===== config.mk =====
export PLATFORM = sky130hd
export DESIGN_NAME = vtiming_gen
export DESIGN_NICKNAME = d
export VERILOG_FILES = /design/src/rtl/vtiming_gen.sv
export SDC_FILE = /design/constraint.sdc
export NUM_CORES = 1
export LEC_CHECK = 0
export CAP_MARGIN = 10
export CORE_MARGIN = 3
export CORE_UTILIZATION = 30
export CTS_CLUSTER_DIAMETER = 150
export DETAILED_ROUTE_END_ITERATION = 8
export PLACE_DENSITY = 0.56
export SYNTH_ARGS = -nofsm -noshare
export SYNTH_HDL_FRONTEND = slang
export SYNTH_SLANG_ARGS = --single-unit

===== constraint.sdc =====
create_clock -name lineclk -period 4 [get_ports lineclk]
set_input_delay 0.6 -clock lineclk [delete_from_list [all_inputs] [get_ports lineclk]]
set_output_delay 0.6 -clock lineclk [all_outputs]
set_load 0.01 [all_outputs]

===== src/rtl/vtiming_gen.sv =====
`default_nettype none
// ============================================================================
// vtiming_gen : vertical LCD timing generator (VSW/VBP/LPP/VFP line sequencer)
// Revision    : 1.0 - initial release
// ============================================================================
module vtiming_gen #(
  parameter int CNT_W  = 10,
  parameter int FCNT_W = 8
) (
  input  logic              lineclk,
  input  logic              rst,
  input  logic              lcd_en,
  input  logic [5:0]        vsw,
  input  logic [CNT_W-1:0]  vbp,
  input  logic [CNT_W-1:0]  lpp,
  input  logic [CNT_W-1:0]  vfp,
  input  logic              ivs,
  input  logic [1:0]        vcomp_sel,
  input  logic              vcomp_clr,
  output logic              fp,
  output logic              line_active,
  output logic [CNT_W-1:0]  line_idx,
  output logic [FCNT_W-1:0] frame_cnt,
  output logic              frame_done,
  output logic              vcomp_irq,
  output logic              stopped
);

  typedef enum logic [2:0] {
    VRST = 3'd0,
    VSW  = 3'd1,
    VBP  = 3'd2,
    LPP  = 3'd3,
    VFP  = 3'd4
  } state_t;

  state_t           state;
  state_t           state_nxt;
  state_t           irq_state;
  logic [CNT_W-1:0] cnt;
  logic [CNT_W-1:0] cnt_nxt;
  logic [CNT_W-1:0] field;
  logic [5:0]       sh_vsw;
  logic [CNT_W-1:0] sh_vbp;
  logic [CNT_W-1:0] sh_lpp;
  logic [CNT_W-1:0] sh_vfp;
  logic             sh_ivs;
  logic [1:0]       sh_sel;
  logic [1:0]       sel_eff;
  logic             last;
  logic             load;
  logic             wrap;
  logic             irq_set;

  always_comb begin
    field = '0;
    case (state)
      VSW:     field = CNT_W'(sh_vsw);
      VBP:     field = sh_vbp;
      LPP:     field = sh_lpp;
      VFP:     field = sh_vfp;
      default: field = '0;
    endcase
  end

  assign last = (cnt == field);

  always_comb begin
    state_nxt = state;
    load      = 1'b0;
    wrap      = 1'b0;
    case (state)
      VRST: begin
        if (lcd_en) begin
          state_nxt = VSW;
          load      = 1'b1;
        end
      end
      VSW: if (last) state_nxt = VBP;
      VBP: if (last) state_nxt = LPP;
      LPP: if (last) state_nxt = VFP;
      VFP: begin
        if (last) begin
          wrap = 1'b1;
          if (lcd_en) begin
            state_nxt = VSW;
            load      = 1'b1;
          end else begin
            state_nxt = VRST;
          end
        end
      end
      default: state_nxt = VRST;
    endcase
  end

  assign cnt_nxt = ((state == VRST) || last) ? '0 : cnt + CNT_W'(1);

  // A selector being loaded this edge must already govern the VSW entry.
  assign sel_eff = load ? vcomp_sel : sh_sel;

  always_comb begin
    irq_state = VFP;
    case (sel_eff)
      2'd0:    irq_state = VSW;
      2'd1:    irq_state = VBP;
      2'd2:    irq_state = LPP;
      default: irq_state = VFP;
    endcase
  end

  assign irq_set = (state_nxt != state) && (state_nxt == irq_state);

  always_ff @(posedge lineclk or posedge rst) begin
    if (rst) begin
      state <= VRST;
    end else begin
      state <= state_nxt;
    end
  end

  always_ff @(posedge lineclk or posedge rst) begin
    if (rst) begin
      cnt       <= '0;
      sh_vsw    <= '0;
      sh_vbp    <= '0;
      sh_lpp    <= '0;
      sh_vfp    <= '0;
      sh_ivs    <= 1'b0;
      sh_sel    <= '0;
      frame_cnt <= '0;
      vcomp_irq <= 1'b0;
    end else begin
      cnt <= cnt_nxt;
      if (load) begin
        sh_vsw <= vsw;
        sh_vbp <= vbp;
        sh_lpp <= lpp;
        sh_vfp <= vfp;
        sh_ivs <= ivs;
        sh_sel <= vcomp_sel;
      end
      if (wrap) begin
        frame_cnt <= frame_cnt + FCNT_W'(1);
      end
      // Set has priority over a simultaneous clear.
      if (irq_set) begin
        vcomp_irq <= 1'b1;
      end else if (vcomp_clr) begin
        vcomp_irq <= 1'b0;
      end
    end
  end

  assign fp          = (state == VSW) ^ sh_ivs;
  assign line_active = (state == LPP);
  assign line_idx    = (state == LPP) ? cnt : '0;
  assign frame_done  = (state == VFP) && last;
  assign stopped     = (state == VRST);

endmodule
`default_nettype wire

Word level (Yosys, flattened, before mapping) --
Cells that the tools add are included.
Word-level totals: register bits 61, bits of input ports 43, output and inout port bits 23, word-level logic and storage cells 47
Operators by class: $add $sub $neg 2, eq/ne operators 9, muxes and demuxes 19, bitwise logic cells 1, reductions and logical operators 6
Operators with widths (count):
- $pmux W10 S4 | 1
- $mux W10 | 2
- $mux W3 | 5
- $pmux W3 S5 | 1
- $add A10 B1 Y10 const B | 1
- $eq A10 B10 Y1 | 1
- $pmux W3 S3 | 1
- $add A8 B1 Y8 const B | 1
- $mux W1 | 7
- $eq A3 B2 Y1 const B | 2
- $eq A3 B1 Y1 const B | 1
- $eq A3 B3 Y1 | 1
- $eq A3 B3 Y1 const B | 1
- $logic_not A3 Y1 | 1
- $ne A3 B3 Y1 | 1
- $eq A2 B1 Y1 const B | 1
- $eq A2 B2 Y1 const B | 1
- $logic_and A1 B1 Y1 | 2
- $logic_not A2 Y1 | 1
- $mux W2 | 1
- $pmux W1 S2 | 1
- $reduce_bool A2 Y1 | 1
- $logic_or A1 B1 Y1 | 1
- $xor A1 B1 Y1 | 1

Logic depth before layout (Yosys ltp) --
Gate-level depths: netlist (run 1).
depth after elaboration 11, gate-level depth with buffers 16, mapped depth without buffers 12

Worst setup path after synthesis (run 1) --
OpenSTA, ideal clock, no wires.
kind flip-flop to flip-flop, start point register state[2], end point register vcomp_irq, setup time 0.096 ns, data arrival time 3.211 ns, data required time 3.904 ns, setup slack 0.693 ns, stages on the path, launching flop included 15, period minus slack after synthesis 3.307 ns, cells stage by stage dfrtp_1 -> buf_4 -> or4bb_1 -> nand4_1 -> nand4_1 -> nor4_1 -> nand4_1 -> buf_6 -> a21oi_1 -> buf_2 -> mux2_2 -> ha_1 -> a2111oi_2 -> a21oi_1 -> o32ai_2
On the way: cells in the longest elaborated chain, start to end 11, elaborated cells between the ends (all ways) 25, those cells by class 9 x eq/ne; 12 x mux; 4 x reduce/logical
Ends and longest elaborated chain:
- from (decl) | RTL line 37 | state_t state;
- from (signal assigned) | RTL line 118 | state <= state_nxt;
- $eq A3 B3 Y1 (tied with other cells) | RTL line 57, 72
- $pmux W10 S4 | RTL line 57 | case (state)
- $eq A10 B10 Y1 | RTL line 66 | assign last = (cnt == field);
- $mux W1 | RTL line 83 | if (last) begin
- $pmux W1 S2 * | RTL line 72 | case (state)
- $mux W2 *
- net sel_eff[1] | RTL line 49 | logic [1:0] sel_eff;
- $eq A2 B2 Y1 (tied with other cells) | RTL line 104 | case (sel_eff)
- $pmux W3 S3 * | RTL line 104
- $eq A3 B3 Y1 * | RTL line 112 | assign irq_set = (state_nxt != state) && (state_nxt == irq_state);
- $logic_and A1 B1 Y1 * | RTL line 112
- $mux W1 / $reduce_bool A2 Y1 (equally long branches)
- to (signal assigned) | RTL line 132 | vcomp_irq <= 1'b0;
- to (signal assigned) | RTL line 148 | vcomp_irq <= 1'b1;
- to (signal assigned) | RTL line 150 | vcomp_irq <= 1'b0;
- to (decl) | RTL line 25 | output logic vcomp_irq,
Mark *: on every way through the listed nets, which the timed path passes. The rest lies on a longest branch. A chain may end at the register's enable or synchronous reset.

Worst setup path after layout (run 1) --
Ends and elaborated chain as after synthesis.

==> Flow_metrics.wiki, run 1 <==
{| class="wikitable"
! Metric !! Value
|-
| Result of the run || completed
|-
| Ports placed on the boundary || between 60 and 70
|-
| Pre-antenna DRT Iters || 5
|-
| Initial antenna violation count || 0
|-
| Count of cell types in the netlist || between 40 and 50
|-
| Number of clock sinks || roughly 60
|-
| Die footprint || 11800 sq um
|-
| Max-slew headroom at the worst pin || 47.3%
|-
| Area of combinational cells with multiple inputs || around 1500 sq um
|-
| First-pass GRT wire length || 12800 um
|-
| Max VDD drop || 0.000257 V
|-
| Start-to-end type of the worst setup path || register to register
|-
| Hold-fix buffers at CTS || 0
|-
| Portion of total power attributed to sequential cells || a little over a third
|-
| Layout Area Growth over Synthesis || 33.1%
|-
| Routed wire length per instance || 14.0 um
|-
| Effective utilization at floorplan || 31.5%
|-
| Setup TNS Final || 0 ns
|-
| Buffers on Ports || 65
|-
| Total inserted antenna cells || 0
|-
| Number of buffers inserted during clock tree synthesis || 9
|-
| Vias per inst || around 4.6
|-
| Element type at the critical path end || register
|-
| Comb power frac || between 40% and 50%
|-
| Synthesized area divided by synthesized cell count || 9.32 sq um
|-
| Register cell area after layout || around 1500 sq um
|-
| Arrival time reported for the critical path endpoint || between 3 and 4 ns
|-
| Vertical die dimension || 109 um
|-
| Final layout net count || roughly 450
|-
| Post-layout power || between 2 and 3 mW
|-
| Post-synth EDFFs || 0
|-
| Register clock-pin slew on the reported worst setup and hold paths || 0.07 ns
|-
| Setup repair after global routing missed its margin || no
|-
| Maximum number of pins on one net before global-route repair || 38
|-
| Pwr Density || just under 700 nW/um^2
|-
| Biggest fanout along the worst timing path || 21
|-
| Internal power component || about 1.8 mW
|-
| Final number of max-transition violations || 0
|-
| Gr ovfl total || 0
|-
| Number of warnings reported in the yosys synthesis log || 0
|-
| Power share of the clock group || a little over a fifth
|-
| Rows || 36
|-
| Clock root buffer || sky130_fd_sc_hd__clkbuf_8
|-
| Netlist area before placement || 3150 sq um
|-
| Overall die width || 109 um
|-
| Total via count in the routed design || around 2500
|-
| Shortest clock period the worst path allows after layout || roughly 3.7 ns
|-
| Hold Crit Class || register to register
|-
| HPWL Detailed || 5660 um
|-
| Post-DRT Antenna Nets || 0
|-
| Source-to-sink clock delay at the later pin of the worst-skew pair || 0.34 ns
|-
| Transition time at the pin with the least slew margin || 0.785 ns
|-
| H-Tree Depth || 3
|-
| GPL Wtd Cong || about 0.86
|-
| Std-Cell Core Area || between 9000 and 10000 sq um
|-
| Critical path launch point type || register
|-
| CTS tree || yes
|-
| Most used flip-flop cell after synthesis || sky130_fd_sc_hd__dfrtp_1
|-
| Filler Cells Inserted || approximately 1100
|-
| Setup Skew || ~0.010 ns
|-
| Proportion of total power due to net switching || between 30% and 40%
|-
| CTS Buffer Depth || 2
|-
| Final Cycle Share || around nine tenths
|-
| Proportion of layout cells with a drive suffix above 1 || 12.1%
|-
| Final number of hold-violating endpoints || 0
|-
| Total Wirelength || approximately 7600 um
|-
| Cell count after synthesis || approximately 340
|-
| Switching power of the nets || 1.09 mW
|-
| Required time at the worst-slack endpoint || 4.25 ns
|-
| Setup Viol. Count Final || 0
|-
| Highest attainable clock frequency || 0.274 GHz
|-
| Vias in the first global route || about 2600
|-
| Leakage power figure || between 1.5 and 2 nW
|-
| Synthesis-stage register bit count || between 60 and 70
|-
| Maxcap violations || 0
|-
| Synth async-reset ratio || 100%
|-
| Iteration-0 DRC Markers || between 100 and 150
|-
| Net Count, Synth || roughly 380
|-
| Sequential cell area fraction in the yosys report || between 40% and 50%
|-
| Global Route Usage Sum || 14.0%
|-
| Total DRC errors in the routed layout || 0
|}
==> cells in the final DEF (no fill, tap or decap), drive strengths merged, types with 5 or more instances in the layout <==
cell             n
nor4             5
buf             12
and3             9
mux2             7
nand2          117
nand3            5
nand4            8
and2            10
nor2b            5
dfrtp           61
nor4bb           6
a22oi            5
clkbuf          12
clkdlybuf4s50   64
xnor2           12
xor2             8
nor2            16
a21oi            8
inv              5
==> worst paths after layout <==
| check | from | end | slack, ns | cells past startpoint |
|---|---|---|---|---|
| setup / recovery | state[2] | vcomp_irq | 0.35 | 14 |
| hold / removal | frame_cnt[7] | frame_cnt[7] | 0.47 | 1 |
| setup reg to reg | state[2] | vcomp_irq | 0.35 | 14 |
| hold reg to reg | frame_cnt[7] | frame_cnt[7] | 0.47 | 1 |
| max in group asynchronous | rst | state[2] | 2.46 | 3 |
| min in group asynchronous | rst | frame_cnt[7] | 0.69 | 2 |
==> per-stage QoR <==
step           hold slack [ns]  utilization [%]  instance area, sq um  worst slack (ns)  instances
3_3_place_gp             0.463             39.3                  3930             0.378        527
4_1_cts                  0.481             41.5                  4150            0.0224        543
5_1_grt                  0.508             42.0                  4200             0.113        546
2_1_floorplan            0.437                -                  3150             0.693        338
3_5_place_dp             0.466             39.3                  3930             0.289        527
6_report                 0.474             42.0                  4200             0.348        546
==> timing repair <==
item | 4_1_cts | 5_1_grt
setup buffers | 0 | 3
gates resized for setup | 0 | 6
setup endpoints to repair | 0 | 2
==> registers in the layout, summed over array words and instances (netlist names), 2 cells and up <==
name	cells
state	3
sh_vbp	10
frame_cnt	8
sh_vsw	6
sh_lpp	10
sh_sel	2
sh_vfp	10
cnt	10
==> final cells by class <==
cell class,count,area share (%)
Sequential cell,61,36.5
Clock inverter,4,1.67
Clock buffer,12,3.70
Timing Repair Buffer,77,17.7
Inverter,5,0.447
Tap cell,133,3.97
Multi-Input combinational cell,254,36.0
==> kinds of logic (layout without fill, tap and decap cells) <==
group,Yosys count,after routing,share of synthesized area [%]
AOI/OAI and AO/OA,29,29,7.23
xor gates and xnor gates,20,20,5.56
adders and majority gates,3,3,1.19
buffers and inverters,23,98,4.17
DFF,61,61,48.4
muxes,7,7,2.62
and+or+nand+nor,195,195,30.8
==> cell usage after synthesis, types with 2 or more instances <==
| cell | instances | area [sq um] |
|---|---|---|
| sky130_fd_sc_hd__nand2_1 | 117 | 439 |
| sky130_fd_sc_hd__dfrtp_1 | 61 | 1530 |
| sky130_fd_sc_hd__nor2_1 | 16 | 60.1 |
| sky130_fd_sc_hd__xnor2_1 | 12 | 105 |
| sky130_fd_sc_hd__and2_1 | 10 | 62.6 |
| sky130_fd_sc_hd__and3_1 | 9 | 56.3 |
| sky130_fd_sc_hd__a21oi_1 | 8 | 40.0 |
| sky130_fd_sc_hd__nand4_1 | 8 | 50.1 |
| sky130_fd_sc_hd__xor2_1 | 8 | 70.1 |
| sky130_fd_sc_hd__buf_2 | 6 | 30.0 |
| sky130_fd_sc_hd__nor4bb_1 | 6 | 60.1 |
| sky130_fd_sc_hd__a22oi_1 | 5 | 37.5 |
| sky130_fd_sc_hd__inv_1 | 5 | 18.8 |
| sky130_fd_sc_hd__mux2_2 | 5 | 56.3 |
| sky130_fd_sc_hd__nand3_1 | 5 | 25.0 |
| sky130_fd_sc_hd__nor2b_1 | 5 | 31.3 |
| sky130_fd_sc_hd__buf_4 | 4 | 30.0 |
| sky130_fd_sc_hd__clkbuf_1 | 4 | 15.0 |
| sky130_fd_sc_hd__a31oi_1 | 3 | 18.8 |
| sky130_fd_sc_hd__buf_6 | 3 | 33.8 |
| sky130_fd_sc_hd__ha_1 | 3 | 37.5 |
| sky130_fd_sc_hd__nor3_1 | 3 | 15.0 |
| sky130_fd_sc_hd__nor4_1 | 3 | 18.8 |
| sky130_fd_sc_hd__or4bb_1 | 3 | 33.8 |
| sky130_fd_sc_hd__a32oi_1 | 2 | 17.5 |
| sky130_fd_sc_hd__and3b_1 | 2 | 17.5 |
| sky130_fd_sc_hd__nand4b_1 | 2 | 17.5 |
| sky130_fd_sc_hd__o21ai_0 | 2 | 10.0 |
==> critical path: stages (launching register included) <==
cell and delay (ns):
sky130_fd_sc_hd__dfrtp_4 0.58, sky130_fd_sc_hd__buf_4 0.20, sky130_fd_sc_hd__or4bb_1 0.51, sky130_fd_sc_hd__nand4_1 0.11, sky130_fd_sc_hd__nand4_1 0.10, sky130_fd_sc_hd__nor4_1 0.27, sky130_fd_sc_hd__nand4_1 0.12, sky130_fd_sc_hd__buf_4 0.17
sky130_fd_sc_hd__buf_4 0.13, sky130_fd_sc_hd__a21oi_2 0.15, sky130_fd_sc_hd__mux2_2 0.36, sky130_fd_sc_hd__ha_1 0.21, sky130_fd_sc_hd__a2111oi_2 0.24, sky130_fd_sc_hd__a21oi_1 0.14, sky130_fd_sc_hd__o32ai_2 0.26
==> metal layers <==
metal | global-route usage, % | wire [um]
met5 | 0 | 0
met4 | 5.14 | 100
met3 | 3.40 | 414
met2 | 22.0 | 3520
met1 | 18.8 | 3600
==> power groups by stage <==
stage	Combinational, mW	Sequential [mW]	Clock, mW
after detailed placement	1.19	1.07	0
after CTS	1.20	1.06	0.638
final	1.23	1.06	0.615
after floorplan	0.924	0.972	0
after global placement	1.17	1.07	0
after global routing	1.38	1.10	0.663
Note: power is estimated with default switching activity, not from simulation.
==> inputs of run 2 (changes only) <==
Settings changed: TNS_END_PERCENT set to 10.
==> results of run 2 <==
No change in the layout: final DEF, timing and power equal those of run 1.
